File: config.mk
export PLATFORM = sky130hd
export DESIGN_NAME = pipe_hilo_writeback
export DESIGN_NICKNAME = d
export VERILOG_FILES = /design/src/rtl/pipe_hilo_writeback.sv
export SDC_FILE = /design/constraint.sdc
export NUM_CORES = 2
export LEC_CHECK = 0
export CORE_MARGIN = 10
export CORE_UTILIZATION = 30
export CTS_CLUSTER_DIAMETER = 40
export DETAILED_ROUTE_END_ITERATION = 10
export PLACE_DENSITY_LB_ADDON = 0.2
export SYNTH_ARGS = -nofsm -noshare
export SYNTH_HDL_FRONTEND = slang
export SYNTH_SLANG_ARGS = --single-unit
File: constraint.sdc
create_clock -name clk -period 18.7 [get_ports clk]
set_clock_uncertainty 0.05 [all_clocks]
set_input_delay 1.87 -clock clk [delete_from_list [all_inputs] [get_ports clk]]
set_output_delay 1.87 -clock clk [all_outputs]
set_load 0.02 [all_outputs]
File: src/rtl/pipe_hilo_writeback.sv
// HI/LO write-back stage: owns HI/LO, a multi-cycle multiply/restoring-divide engine,
// the EX/MEM write-back mux and the MEM/WB register. Everything freezes on waitrequest.
module pipe_hilo_writeback #(
    parameter int DATA_W      = 32,
    parameter int MUL_LAT     = 2,
    parameter int LINK_OFFSET = 8
) (
    input  logic              clk,
    input  logic              reset,
    input  logic              waitrequest,
    input  logic              op_valid,
    input  logic [2:0]        op_code,
    input  logic [DATA_W-1:0] op_a,
    input  logic [DATA_W-1:0] op_b,
    output logic              op_ready,
    output logic              hilo_busy,
    input  logic [2:0]        ex_mem_sel,
    input  logic [DATA_W-1:0] alu_result,
    input  logic [DATA_W-1:0] reg_pc,
    input  logic [DATA_W-1:0] mem_rdata,
    input  logic              mem_wb_sel,
    output logic [DATA_W-1:0] ex_mem_result,
    output logic [DATA_W-1:0] mem_wb_result,
    output logic              stall_req
);
    localparam int CNT_W = $clog2((DATA_W > MUL_LAT ? DATA_W : MUL_LAT) + 1);

    localparam logic [1:0] S_IDLE = 2'd0;
    localparam logic [1:0] S_MUL  = 2'd1;
    localparam logic [1:0] S_DIV  = 2'd2;
    localparam logic [1:0] S_FIX  = 2'd3;

    logic [1:0]          r_state;
    logic [CNT_W-1:0]    r_cnt;
    logic [DATA_W-1:0]   r_hi, r_lo, r_wb;
    logic [DATA_W-1:0]   r_a, r_b;
    logic                r_sgn;
    logic [DATA_W-1:0]   r_rem, r_quo, r_div;
    logic                r_neg_q, r_neg_r, r_dz;

    logic                w_accept, w_signed;
    logic [DATA_W-1:0]   w_abs_a, w_abs_b;
    logic [2*DATA_W-1:0] w_ext_a, w_ext_b, w_prod;
    logic [DATA_W:0]     w_shift, w_diff;
    logic [DATA_W-1:0]   w_q_fix, w_r_fix;

    assign op_ready  = (r_state == S_IDLE);
    assign hilo_busy = !op_ready;
    assign w_accept  = op_valid && op_ready && !waitrequest;
    assign w_signed  = !op_code[0];

    assign w_abs_a = (w_signed && op_a[DATA_W-1]) ? -op_a : op_a;
    assign w_abs_b = (w_signed && op_b[DATA_W-1]) ? -op_b : op_b;

    // Sign- or zero-extend the latched operands so one 2W multiply serves MULT and MULTU.
    assign w_ext_a = {{DATA_W{r_sgn & r_a[DATA_W-1]}}, r_a};
    assign w_ext_b = {{DATA_W{r_sgn & r_b[DATA_W-1]}}, r_b};
    assign w_prod  = w_ext_a * w_ext_b;

    // Restoring step: quotient bits shift in from the bottom as dividend bits shift out the top.
    assign w_shift = {r_rem, r_quo[DATA_W-1]};
    assign w_diff  = w_shift - {1'b0, r_div};
    assign w_q_fix = r_neg_q ? -r_quo : r_quo;
    assign w_r_fix = r_neg_r ? -r_rem : r_rem;

    always_ff @(posedge clk) begin
        if (reset) begin
            r_state <= S_IDLE;
            r_cnt   <= '0;
            r_hi    <= '0;
            r_lo    <= '0;
            r_wb    <= '0;
        end else if (!waitrequest) begin
            r_wb <= ex_mem_result;
            case (r_state)
                S_IDLE: begin
                    if (w_accept) begin
                        case (op_code)
                            3'b000, 3'b001: begin
                                r_state <= S_MUL;
                                r_cnt   <= CNT_W'(MUL_LAT);
                                r_a     <= op_a;
                                r_b     <= op_b;
                                r_sgn   <= w_signed;
                            end
                            3'b010, 3'b011: begin
                                r_state <= S_DIV;
                                r_cnt   <= CNT_W'(DATA_W);
                                r_a     <= op_a;
                                r_rem   <= '0;
                                r_quo   <= w_abs_a;
                                r_div   <= w_abs_b;
                                r_neg_q <= w_signed && (op_a[DATA_W-1] ^ op_b[DATA_W-1]);
                                r_neg_r <= w_signed && op_a[DATA_W-1];
                                r_dz    <= (op_b == '0);
                            end
                            3'b100:  r_hi <= op_a;
                            3'b101:  r_lo <= op_a;
                            default: ;
                        endcase
                    end
                end
                S_MUL: begin
                    if (r_cnt == CNT_W'(1)) begin
                        r_state <= S_IDLE;
                        {r_hi, r_lo} <= w_prod;
                    end else begin
                        r_cnt <= r_cnt - CNT_W'(1);
                    end
                end
                S_DIV: begin
                    if (!w_diff[DATA_W]) begin
                        r_rem <= w_diff[DATA_W-1:0];
                        r_quo <= {r_quo[DATA_W-2:0], 1'b1};
                    end else begin
                        r_rem <= w_shift[DATA_W-1:0];
                        r_quo <= {r_quo[DATA_W-2:0], 1'b0};
                    end
                    if (r_cnt == CNT_W'(1)) r_state <= S_FIX;
                    else                    r_cnt   <= r_cnt - CNT_W'(1);
                end
                default: begin
                    r_state <= S_IDLE;
                    if (r_dz) begin
                        r_lo <= '1;
                        r_hi <= r_a;
                    end else begin
                        r_lo <= w_q_fix;
                        r_hi <= w_r_fix;
                    end
                end
            endcase
        end
    end

    always_comb begin
        ex_mem_result = '0;
        case (ex_mem_sel)
            3'b000:  ex_mem_result = alu_result;
            3'b010:  ex_mem_result = reg_pc + DATA_W'(LINK_OFFSET);
            3'b011:  ex_mem_result = r_hi;
            3'b100:  ex_mem_result = r_lo;
            default: ex_mem_result = '0;
        endcase
    end

    assign stall_req     = hilo_busy && (ex_mem_sel == 3'b011 || ex_mem_sel == 3'b100);
    assign mem_wb_result = mem_wb_sel ? mem_rdata : r_wb;

endmodule

==> flow_metrics.py <==
metrics = {
    "run_status": {
        "status": "complete, no violations",
    },
    "logic_synthesis": {
        "ys.flop_type": "edfxtp_1",
        "synthTopCellsByArea": "fa_1 (41%), edfxtp_1 (9.0%), inv_1 (8.2%), nand2_1 (6.1%), ha_1 (5.8%)",
        "yosysTopAreaCell": "fa_1",
        "seq_area_frac_synth": 0.1277,
        "synth.distinct_cells": 77,
        "yosys_warnings": 0,
        "synth_seq_cells": 268,
        "async_flop_share": 0,
        "synth_edf_count": 164,
        "syn-cell-area_um2": 54860,
        "synth_top_area_frac": 0.4109,
        "synth.avg_cell_area_um2": 9.052,
        "syn-instance-count": 6061,
        "synth_nets": 7612,
    },
    "detailed_routing": {
        "via_per_inst": 4.962,
        "routed_wl_um": 189000,
        "drtIter0Drc": 2931,
        "ant_nets": 0,
        "post_drt_wl_per_cell_um": 22.08,
        "drc": 0,
        "vias": 42460,
        "drtPass1Iterations": 5,
    },
    "cells_and_area": {
        "nets": 7679,
        "final_common_cell": "inv_1",
        "syn_to_final_growth_pct": 13.11,
        "drive_above_1_share": 0.04530,
        "stdcell_count": 8558,
        "postLayoutCoreUtil": 0.3422,
        "final_cell_mix": "inv_1 (1192), fa_1 (1126), nand2_1 (889), and2_1 (356), ha_1 (251)",
    },
    "worst_setup_path": {
        "path_class": "flip-flop to flip-flop",
        "r2r_start": "r_a[31]",
        "rrSetupSlack_ps": 9480,
        "r2r_cells": 27,
        "cp-end-kind": "flip-flop",
        "r2r-end": "r_hi[27]",
        "path_max_fanout": 52,
        "start_kind": "flip-flop",
        "worstPathRequired_ps": 19170,
        "arrival_ps": 9700,
    },
    "timing": {
        "maxSlewViolCount": 0,
        "timing.final.crit_share": 0.4933,
        "rsz0062_at_grt": "no",
        "finalSetupViolations": 0,
        "min_period_ps": 9224,
        "slew_headroom": 0.1916,
        "tightest_slew_ps": 1213,
        "fmax_mhz": 108.4,
        "fin_tns_setup_ps": 0,
        "hold_slack_ps": 432.2,
        "hold_viol": 0,
    },
    "clock_network": {
        "cts_buffers": 61,
        "h-tree-depth": 2,
        "cts_root_buffer": "clkbuf_16",
        "cts_buffer_depth": 3,
        "ctsHoldBuffers": 0,
        "cts_sinks": 268,
        "cts-resized-gates": 0,
        "clkTransAtPathRegs_ps": 50,
        "clk_latency_ps": 650,
        "post-cts-setup-buffer-count": 0,
        "cts_tree": "yes",
    },
    "pwr": {
        "p_int_mw": 4.774,
        "p_sw_frac": 0.5693,
        "clockPowerShare": 0.109,
        "combPwrFrac": 0.829,
        "power_density_nw_per_um2": 178.6,
        "leakagePower_nw": 28.32,
        "seqPwrFrac": 0.061,
        "peakVddDrop_mv": 0.3931,
        "switchingPower_mw": 6.312,
    },
    "floorplanning": {
        "die_w_um": 447.6,
        "dieArea_um2": 200400,
        "start_util": 0.3026,
        "core-area_um2": 181300,
        "top_level_ports": 238,
        "rows": 156,
        "die_h_um": 447.6,
    },
    "worst_hold_path": {
        "hp-start": "r_wb[28]",
        "hp-class": "flip-flop to flip-flop",
        "whs_path_depth": 2,
        "hold_end": "r_wb[28]",
    },
    "grt": {
        "antenna_found_initial": 14,
        "grt_pass1_vias": 45860,
        "grtUsageTotal": 0.1894,
        "grt_max_degree": 77,
        "grt_pass1_wl_um": 291400,
        "overflow": 0,
    },
    "placed_design": {
        "post-dp-hpwl_um": 149800,
        "gp_congestion": 0.8952,
        "io_buffers": 237,
        "dp_cells": 8435,
    },
    "flow_run": {
        "max-cap-violations": 0,
    },
}
worst max path at each step:
stage / from / to / slack [ps]
4_1_cts: r_a[31] / r_hi[25] / 9500
2_1_floorplan: r_a[31] / r_hi[25] / 10770
3_3_place_gp: r_a[31] / r_hi[27] / 9560
5_1_grt: r_a[31] / r_hi[25] / 8890
6_report: r_a[31] / r_hi[27] / 9480
3_5_place_dp: r_a[31] / r_hi[25] / 9530
layout make-up:
class	instances	area (µm²)
fill	18690	119300
multi-input combinational	4269	42170
sequential	268	7007
inverter	1195	4486
timing repair buffer	333	3088
tap	2370	2965
clock buffer	75	1692
clock inverter	41	631.9
antenna	7	17.52
through the flow:
step                      setup WS [ps]  power [mW]  cell area (µm²)
after CTS                          9502       11.12            62040
final                              9476       11.09            62060
after floorplan                   10770       6.658            54860
after global routing               8889       12.08            62040
after detailed placement           9529       9.823            59720
after global placement             9560       9.870            59720
power groups by stage:
stage          combinational, mW  clock, mW  sequential (mW)
3_3_place_gp                9.18          0            0.691
5_1_grt                     10.1       1.25            0.681
6_report                    9.20       1.21            0.681
2_1_floorplan               5.98          0            0.675
3_5_place_dp                9.13          0            0.691
4_1_cts                     9.22       1.22            0.680
cell families (layout without fill, tap and decap cells):
| group | after synthesis | in the layout | synth area share |
|---|---|---|---|
| fa+ha+maj | 1380 | 1380 | 0.4688 |
| compound gates | 749 | 749 | 0.08844 |
| flops | 268 | 268 | 0.1277 |
| buf+inv | 1524 | 1644 | 0.1045 |
| mux | 102 | 102 | 0.01943 |
| other cells | 0 | 7 | 0 |
| xor+xnor | 237 | 237 | 0.03783 |
| simple gates | 1801 | 1801 | 0.1533 |
metal layers:
layer / vias up / GRT usage / wire length [µm]
li1: 18910 / - / -
met1: 22140 / 0.2525 / 81710
met2: 1179 / 0.3275 / 92950
met3: 229 / 0.02010 / 9117
met4: 4 / 0.04698 / 5190
met5: - / 0 / 23
sequential cells by signal, summed over array words and instances, names as in the netlist:
| signal | flops |
|---|---|
| r_sgn | 1 |
| r_dz | 1 |
| r_neg_r | 1 |
| r_cnt | 6 |
| r_quo | 32 |
| r_wb | 32 |
| r_state | 2 |
| r_lo | 32 |
| r_a | 32 |
| r_hi | 32 |
| r_neg_q | 1 |
| r_div | 32 |
| r_rem | 32 |
| r_b | 32 |
synthesized netlist by cell type (17+ instances only):
cell and n:
a211oi_1 18, a21o_1 56, a21oi_1 171, a221o_1 17
a221oi_1 31, a22oi_1 29, a31oi_1 19, and2_1 357
and3_1 45, clkbuf_1 315, dfxtp_1 104, edfxtp_1 164
fa_1 1126, ha_1 254, inv_1 1192, mux2_2 36
mux2i_1 66, nand2_1 889, nand2b_1 30, nand3_1 41
nor2_1 248, nor2b_1 25, nor3_1 42, nor4_1 20
o21a_1 25, o21ai_0 227, o31ai_1 31, o41ai_1 19
or3_1 24, xnor2_1 148, xor2_1 89
critical path, stage by stage, from the launching register on:
cell,delay [ps]
edfxtp_1,320
buf_4,450
and2_1,580
nand2_1,230
inv_1,140
fa_1,400
inv_1,230
fa_1,500
inv_1,210
fa_1,490
fa_1,880
inv_1,340
fa_1,560
inv_1,50
fa_1,530
inv_1,50
fa_1,440
fa_1,490
inv_1,40
ha_1,350
and3_1,220
a211o_1,290
a21oi_1,180
o21ai_0,150
o21ai_0,390
mux2i_1,230
o21ai_0,100
a31oi_1,180
(Power assumes the default switching activity.)
